<file path="src/rtl/change_dispenser.sv">
// Purpose: pays out change greedily (5, 2, then 1 zl coins) as timed one-hot solenoid pulses.
// Latency: each coin takes 1+PULSE_CYC+GAP_CYC cycles; done is 1 cycle after the last GAP, or after a failed SELECT.
// Backpressure: change_ready is high only in IDLE with refill low, so a held request waits until the payout finishes.
//
// Ports:
//   clk, reset_n                        clock, asynchronous active-low reset
//   change_valid, change_amt            payout request (amount in zl)
//   change_ready                        request accepted when valid && ready
//   refill                              reload all hoppers (honoured in IDLE only)
//   Coin_out                            one-hot eject: [0] 1 zl, [1] 2 zl, [2] 5 zl
//   busy, done                          payout in progress / one-cycle completion strobe
//   short, owed                         last payout incomplete / unpaid residue
//   empty1, empty2, empty5              hopper count == 0
module change_dispenser #(
    parameter int AMT_W     = 8,
    parameter int CNT_W     = 8,
    parameter int INIT_CNT1 = 20,
    parameter int INIT_CNT2 = 20,
    parameter int INIT_CNT5 = 20,
    parameter int PULSE_CYC = 4,
    parameter int GAP_CYC   = 2
) (
    input  logic             clk,
    input  logic             reset_n,
    input  logic             change_valid,
    input  logic [AMT_W-1:0] change_amt,
    output logic             change_ready,
    input  logic             refill,
    output logic [2:0]       Coin_out,
    output logic             busy,
    output logic             done,
    output logic             short,
    output logic [AMT_W-1:0] owed,
    output logic             empty1,
    output logic             empty2,
    output logic             empty5
);

    typedef enum logic [2:0] {IDLE, SELECT, PULSE, GAP, DONE} state_t;

    localparam int TMR_W = 16;

    state_t           state;
    logic [AMT_W-1:0] remaining;
    logic [TMR_W-1:0] tmr;
    logic [CNT_W-1:0] cnt1;
    logic [CNT_W-1:0] cnt2;
    logic [CNT_W-1:0] cnt5;

    assign change_ready = (state == IDLE) && !refill;
    assign busy         = (state != IDLE);
    assign empty1       = (cnt1 == '0);
    assign empty2       = (cnt2 == '0);
    assign empty5       = (cnt5 == '0);

    always_ff @(posedge clk or negedge reset_n) begin
        if (!reset_n) begin
            state     <= IDLE;
            remaining <= '0;
            tmr       <= '0;
            cnt1      <= CNT_W'(INIT_CNT1);
            cnt2      <= CNT_W'(INIT_CNT2);
            cnt5      <= CNT_W'(INIT_CNT5);
            Coin_out  <= '0;
            done      <= 1'b0;
            short     <= 1'b0;
            owed      <= '0;
        end else begin
            done <= 1'b0;
            case (state)
                IDLE: begin
                    // Refill takes priority; change_ready is low in that cycle.
                    if (refill) begin
                        cnt1 <= CNT_W'(INIT_CNT1);
                        cnt2 <= CNT_W'(INIT_CNT2);
                        cnt5 <= CNT_W'(INIT_CNT5);
                    end else if (change_valid) begin
                        remaining <= change_amt;
                        short     <= 1'b0;
                        owed      <= '0;
                        if (change_amt == '0) begin
                            done  <= 1'b1;
                            state <= DONE;
                        end else begin
                            state <= SELECT;
                        end
                    end
                end
                SELECT: begin
                    // Strictly greedy: no backtracking when a smaller hopper is empty.
                    if (remaining >= AMT_W'(5) && cnt5 != '0) begin
                        remaining <= remaining - AMT_W'(5);
                        cnt5      <= cnt5 - CNT_W'(1);
                        Coin_out  <= 3'b100;
                        state     <= PULSE;
                    end else if (remaining >= AMT_W'(2) && cnt2 != '0) begin
                        remaining <= remaining - AMT_W'(2);
                        cnt2      <= cnt2 - CNT_W'(1);
                        Coin_out  <= 3'b010;
                        state     <= PULSE;
                    end else if (remaining >= AMT_W'(1) && cnt1 != '0) begin
                        remaining <= remaining - AMT_W'(1);
                        cnt1      <= cnt1 - CNT_W'(1);
                        Coin_out  <= 3'b001;
                        state     <= PULSE;
                    end else begin
                        short <= 1'b1;
                        owed  <= remaining;
                        done  <= 1'b1;
                        state <= DONE;
                    end
                end
                PULSE: begin
                    // Coin_out was loaded on entry, so it is high for exactly PULSE_CYC cycles.
                    if (tmr == TMR_W'(PULSE_CYC - 1)) begin
                        tmr      <= '0;
                        Coin_out <= '0;
                        state    <= GAP;
                    end else begin
                        tmr <= tmr + TMR_W'(1);
                    end
                end
                GAP: begin
                    if (tmr == TMR_W'(GAP_CYC - 1)) begin
                        tmr <= '0;
                        if (remaining != '0) begin
                            state <= SELECT;
                        end else begin
                            done  <= 1'b1;
                            state <= DONE;
                        end
                    end else begin
                        tmr <= tmr + TMR_W'(1);
                    end
                end
                DONE: begin
                    state <= IDLE;
                end
                default: begin
                    state <= IDLE;
                end
            endcase
        end
    end

endmodule

</file>
<file path="config.mk">
export PLATFORM = sky130hd
export DESIGN_NAME = change_dispenser
export DESIGN_NICKNAME = d
export VERILOG_FILES = /design/src/rtl/change_dispenser.sv
export SDC_FILE = /design/constraint.sdc
export NUM_CORES = 1
export LEC_CHECK = 0
export CAP_MARGIN = 10
export CORE_UTILIZATION = 55
export CTS_CLUSTER_SIZE = 8
export DETAILED_ROUTE_END_ITERATION = 6
export GPL_TIMING_DRIVEN = 0
export HOLD_SLACK_MARGIN = 0.12
export PLACE_DENSITY = 0.76
export SYNTH_ARGS = -nofsm -noshare
export SYNTH_HDL_FRONTEND = slang
export SYNTH_SLANG_ARGS = --single-unit
</file>
<file path="constraint.sdc">
create_clock -name clk -period 3.3 [get_ports clk]
set_input_delay 0.495 -clock clk [delete_from_list [all_inputs] [get_ports clk]]
set_output_delay 0.495 -clock clk [all_outputs]
set_load 0.05 [all_outputs]
</file>
==> reports/metrics.cfg <==
[outcome]
status = finished clean

[min_path]
hold_class = input port to asynchronous set/reset pin

[pwr]
p_sw_frac = 0.440
power_frac_seq = 0.358
p_int_uw = 2000
clock_power_share = 0.194
switching_power_uw = 1570
power_density_nw_per_um2 = 837
total_leakage_power_uw = 0.00182
vdd_drop_max_mv = 0.582
power_frac_comb = 0.449

[drt]
viasPerCell = 5.95
finalWirelength_mm = 8.20
dr_total_vias = 3001
drt.antenna.violating_nets = 0
post-route-drc-count = 0
wl_per_cell_um = 16.3
drtPass1Iterations = 4
drt-initial-drc-count = 176

[clock_tree]
clock_path_buffers = 2
ctsHoldBuffers = 0
h-tree-depth = 3
clock-sinks = 64
cts_root_buffer = clkbuf_8
clk_pin_slew_ns = 0.07
cts_tree = built
numCtsBuffers = 9
clock_latency_ns = 0.34
postCtsSetupRepairBufs = 0

[final_layout]
area_growth_pct = 16.3
num_antenna_cells = 0
layout.nets = 447
drive_gt1_frac = 0.112

[synth]
synth_area_per_cell_sq_um = 9.59
synth-simple-area-share = 0.194
synth-edff-count = 0
synthesis.nets = 407
synth_top_flop_cell = dfrtp_1
syn-instance-count = 382
synth_top_family_by_area = simple AND/OR/NAND/NOR gates
synth_xor_area_frac = 0.0669
ys_async_sr_fraction = 1.00
syn_area_sq_um = 3660
synth-adder-area-share = 0.0444
post-synth-top-area-cell = dfrtp_1
muxShareOfSynthArea = 0.0236
synth_top_area_share = 0.396
yosysWarningCount = 0
synthTopCellsByArea = dfrtp_1 40%, ha_1 4.4%, dfstp_2 4.3%, xor2_1 4.3%, nor2_1 3.4%
synth_compound_area_frac = 0.191
ys_seq_elements = 64
seq_area_frac_synth = 0.439
yosysUniqueCellTypes = 64

[setup_path]
required_ns = 2.80
cp_max_fo = 4
worstSetupEndpointType = output port
crit_type = flop to output port
crit_arrival_ns = 2.65
cp-start-kind = flop

[sta]
timing.final.ws_setup_ns = 0.153
setup_tns_ns = 0
rsz0062_at_grt = false
finalCritPeriodShare = 0.954
skew_ns = 0.0145
fin_crit_ns = 3.15
slew_violations = 0
slew_headroom = 0.467
setup_viol = 0
hold_viol = 0
worstMarginPinSlew_ns = 0.800
fmax_ghz = 0.318

[run]
maxCapViolCount = 0

[global_routing]
grt-ovfl-total = 0
grt_start_max_net_pins = 65
grt_pass1_wl_mm = 14.6
grtUsageTotal = 0.261
grt_antenna_before_repair = 0
first_global_vias = 3033

[floorplan]
die_h_um = 83.6
start_util = 0.574
die_w_um = 83.6
num_rows = 29
num_io_pins = 30
coreArea_sq_um = 6390
die-area_sq_um = 6990

[placed_design]
dp_slack_ns = 0.253
gp_congestion = 0.916
place_hpwl_mm = 5.78
port_buffers = 29

==> power by group through the flow <==
| stage | combinational [uW] | clock [uW] | sequential (uW) |
|---|---|---|---|
| floorplan | 978 | 0 | 1420 |
| global placement | 1540 | 0 | 1270 |
| detailed placement | 1580 | 0 | 1280 |
| CTS | 1590 | 702 | 1270 |
| global route | 1770 | 746 | 1320 |
| finish | 1600 | 691 | 1280 |
==> cell families (layout without fill, tap and decap cells) <==
family,Yosys count,after routing
buffers and inverters,37,82
flip-flops,64,64
XOR/XNOR,28,28
AO/OA/AOI/OAI,91,91
adder cells (fa/ha/maj),13,13
AND/OR/NAND/NOR,141,141
multiplexers,8,8
==> per-stage QoR <==
stage	area, sq um	hold WS, ns	utilization	power [uW]	instances
2_1_floorplan	3660	0.199	-	2400	382
6_report	4260	0.237	0.667	3570	504
4_1_cts	4250	0.269	0.666	3560	504
3_5_place_dp	4050	0.473	0.634	2860	488
3_3_place_gp	4050	0.467	0.634	2810	488
5_1_grt	4260	0.312	0.667	3830	504
==> area by class of cell <==
class	instances	area, sq um
buffer	13	58.8
clock buffer	10	138
clock inverter	6	67.6
fill	516	2130
inverter	24	90.1
multi-input combinational	281	1910
sequential	64	1610
tap	77	96.3
timing repair buffer	29	289
==> final timing paths <==
kind,slack (ns),from,endpoint,depth (start not counted)
worst max-delay path,0.15,cnt2[0],empty2,6
worst min-delay path,0.24,reset_n,cnt2[6],1
worst max register to register,0.27,remaining[1],owed[4],9
worst min register to register,0.49,tmr[15],tmr[15],1
max in group asynchronous,2.53,reset_n,remaining[0],1
min in group clk,0.49,tmr[15],tmr[15],1
==> cells in the final DEF, fill, tap and decap left out, drive strengths merged, types with 6 or more instances in the layout <==
master         netlist  layout
a21oi               12      12
and3                 6       6
clkbuf               9      19
clkdlybuf4s50        0      26
dfrtp               58      58
dfstp                6       6
ha                  13      13
inv                 23      24
nand2               32      32
nand3               16      16
nor2                33      33
nor3                14      14
nor4                 9       9
o21ai               27      27
o22ai                7       7
xnor2               10      10
xor2                18      18
==> per-layer routing <==
metal,track usage,vias to the layer above,share of wire,routed length [um]
met3,0.0584,6,0.054,439
met2,0.401,86,0.47,3850
met4,0.0924,0,0.0090,74
met5,0,-,0,0
li1,-,1460,-,-
met1,0.365,1449,0.47,3830
==> synthesized netlist by cell type, drive strengths merged, types with 4 or more instances <==
cell type,n
dfrtp,58
nor2,33
nand2,32
o21ai,27
inv,23
xor2,18
nand3,16
nor3,14
ha,13
a21oi,12
xnor2,10
clkbuf,9
nor4,9
o22ai,7
and3,6
dfstp,6
mux2,5
or3,5
buf,4
nand2b,4
or2,4
or4,4
==> repair_timing <==
item,in CTS,in global routing
hold endpoints to repair,0,0
gates resized for setup,1,2
gates cloned,0,0
setup endpoints to repair,1,2
==> sequential cells by signal, summed over array words and instances, names as in the netlist <==
signal     flops
tmr           16
cnt2           8
cnt5           8
done           1
short          1
state          3
Coin_out       3
owed           8
cnt1           8
remaining      8
==> worst max-delay path, cell delays in order (launching register included) <==
cell and delay [ns]:
dfrtp_1 0.40, inv_1 0.06, ha_1 0.17, or4b_2 0.70
or2_2 0.39, inv_1 0.07, dlygate4sd2_1 0.52
No activity file was read; power rests on OpenSTA's default activity.
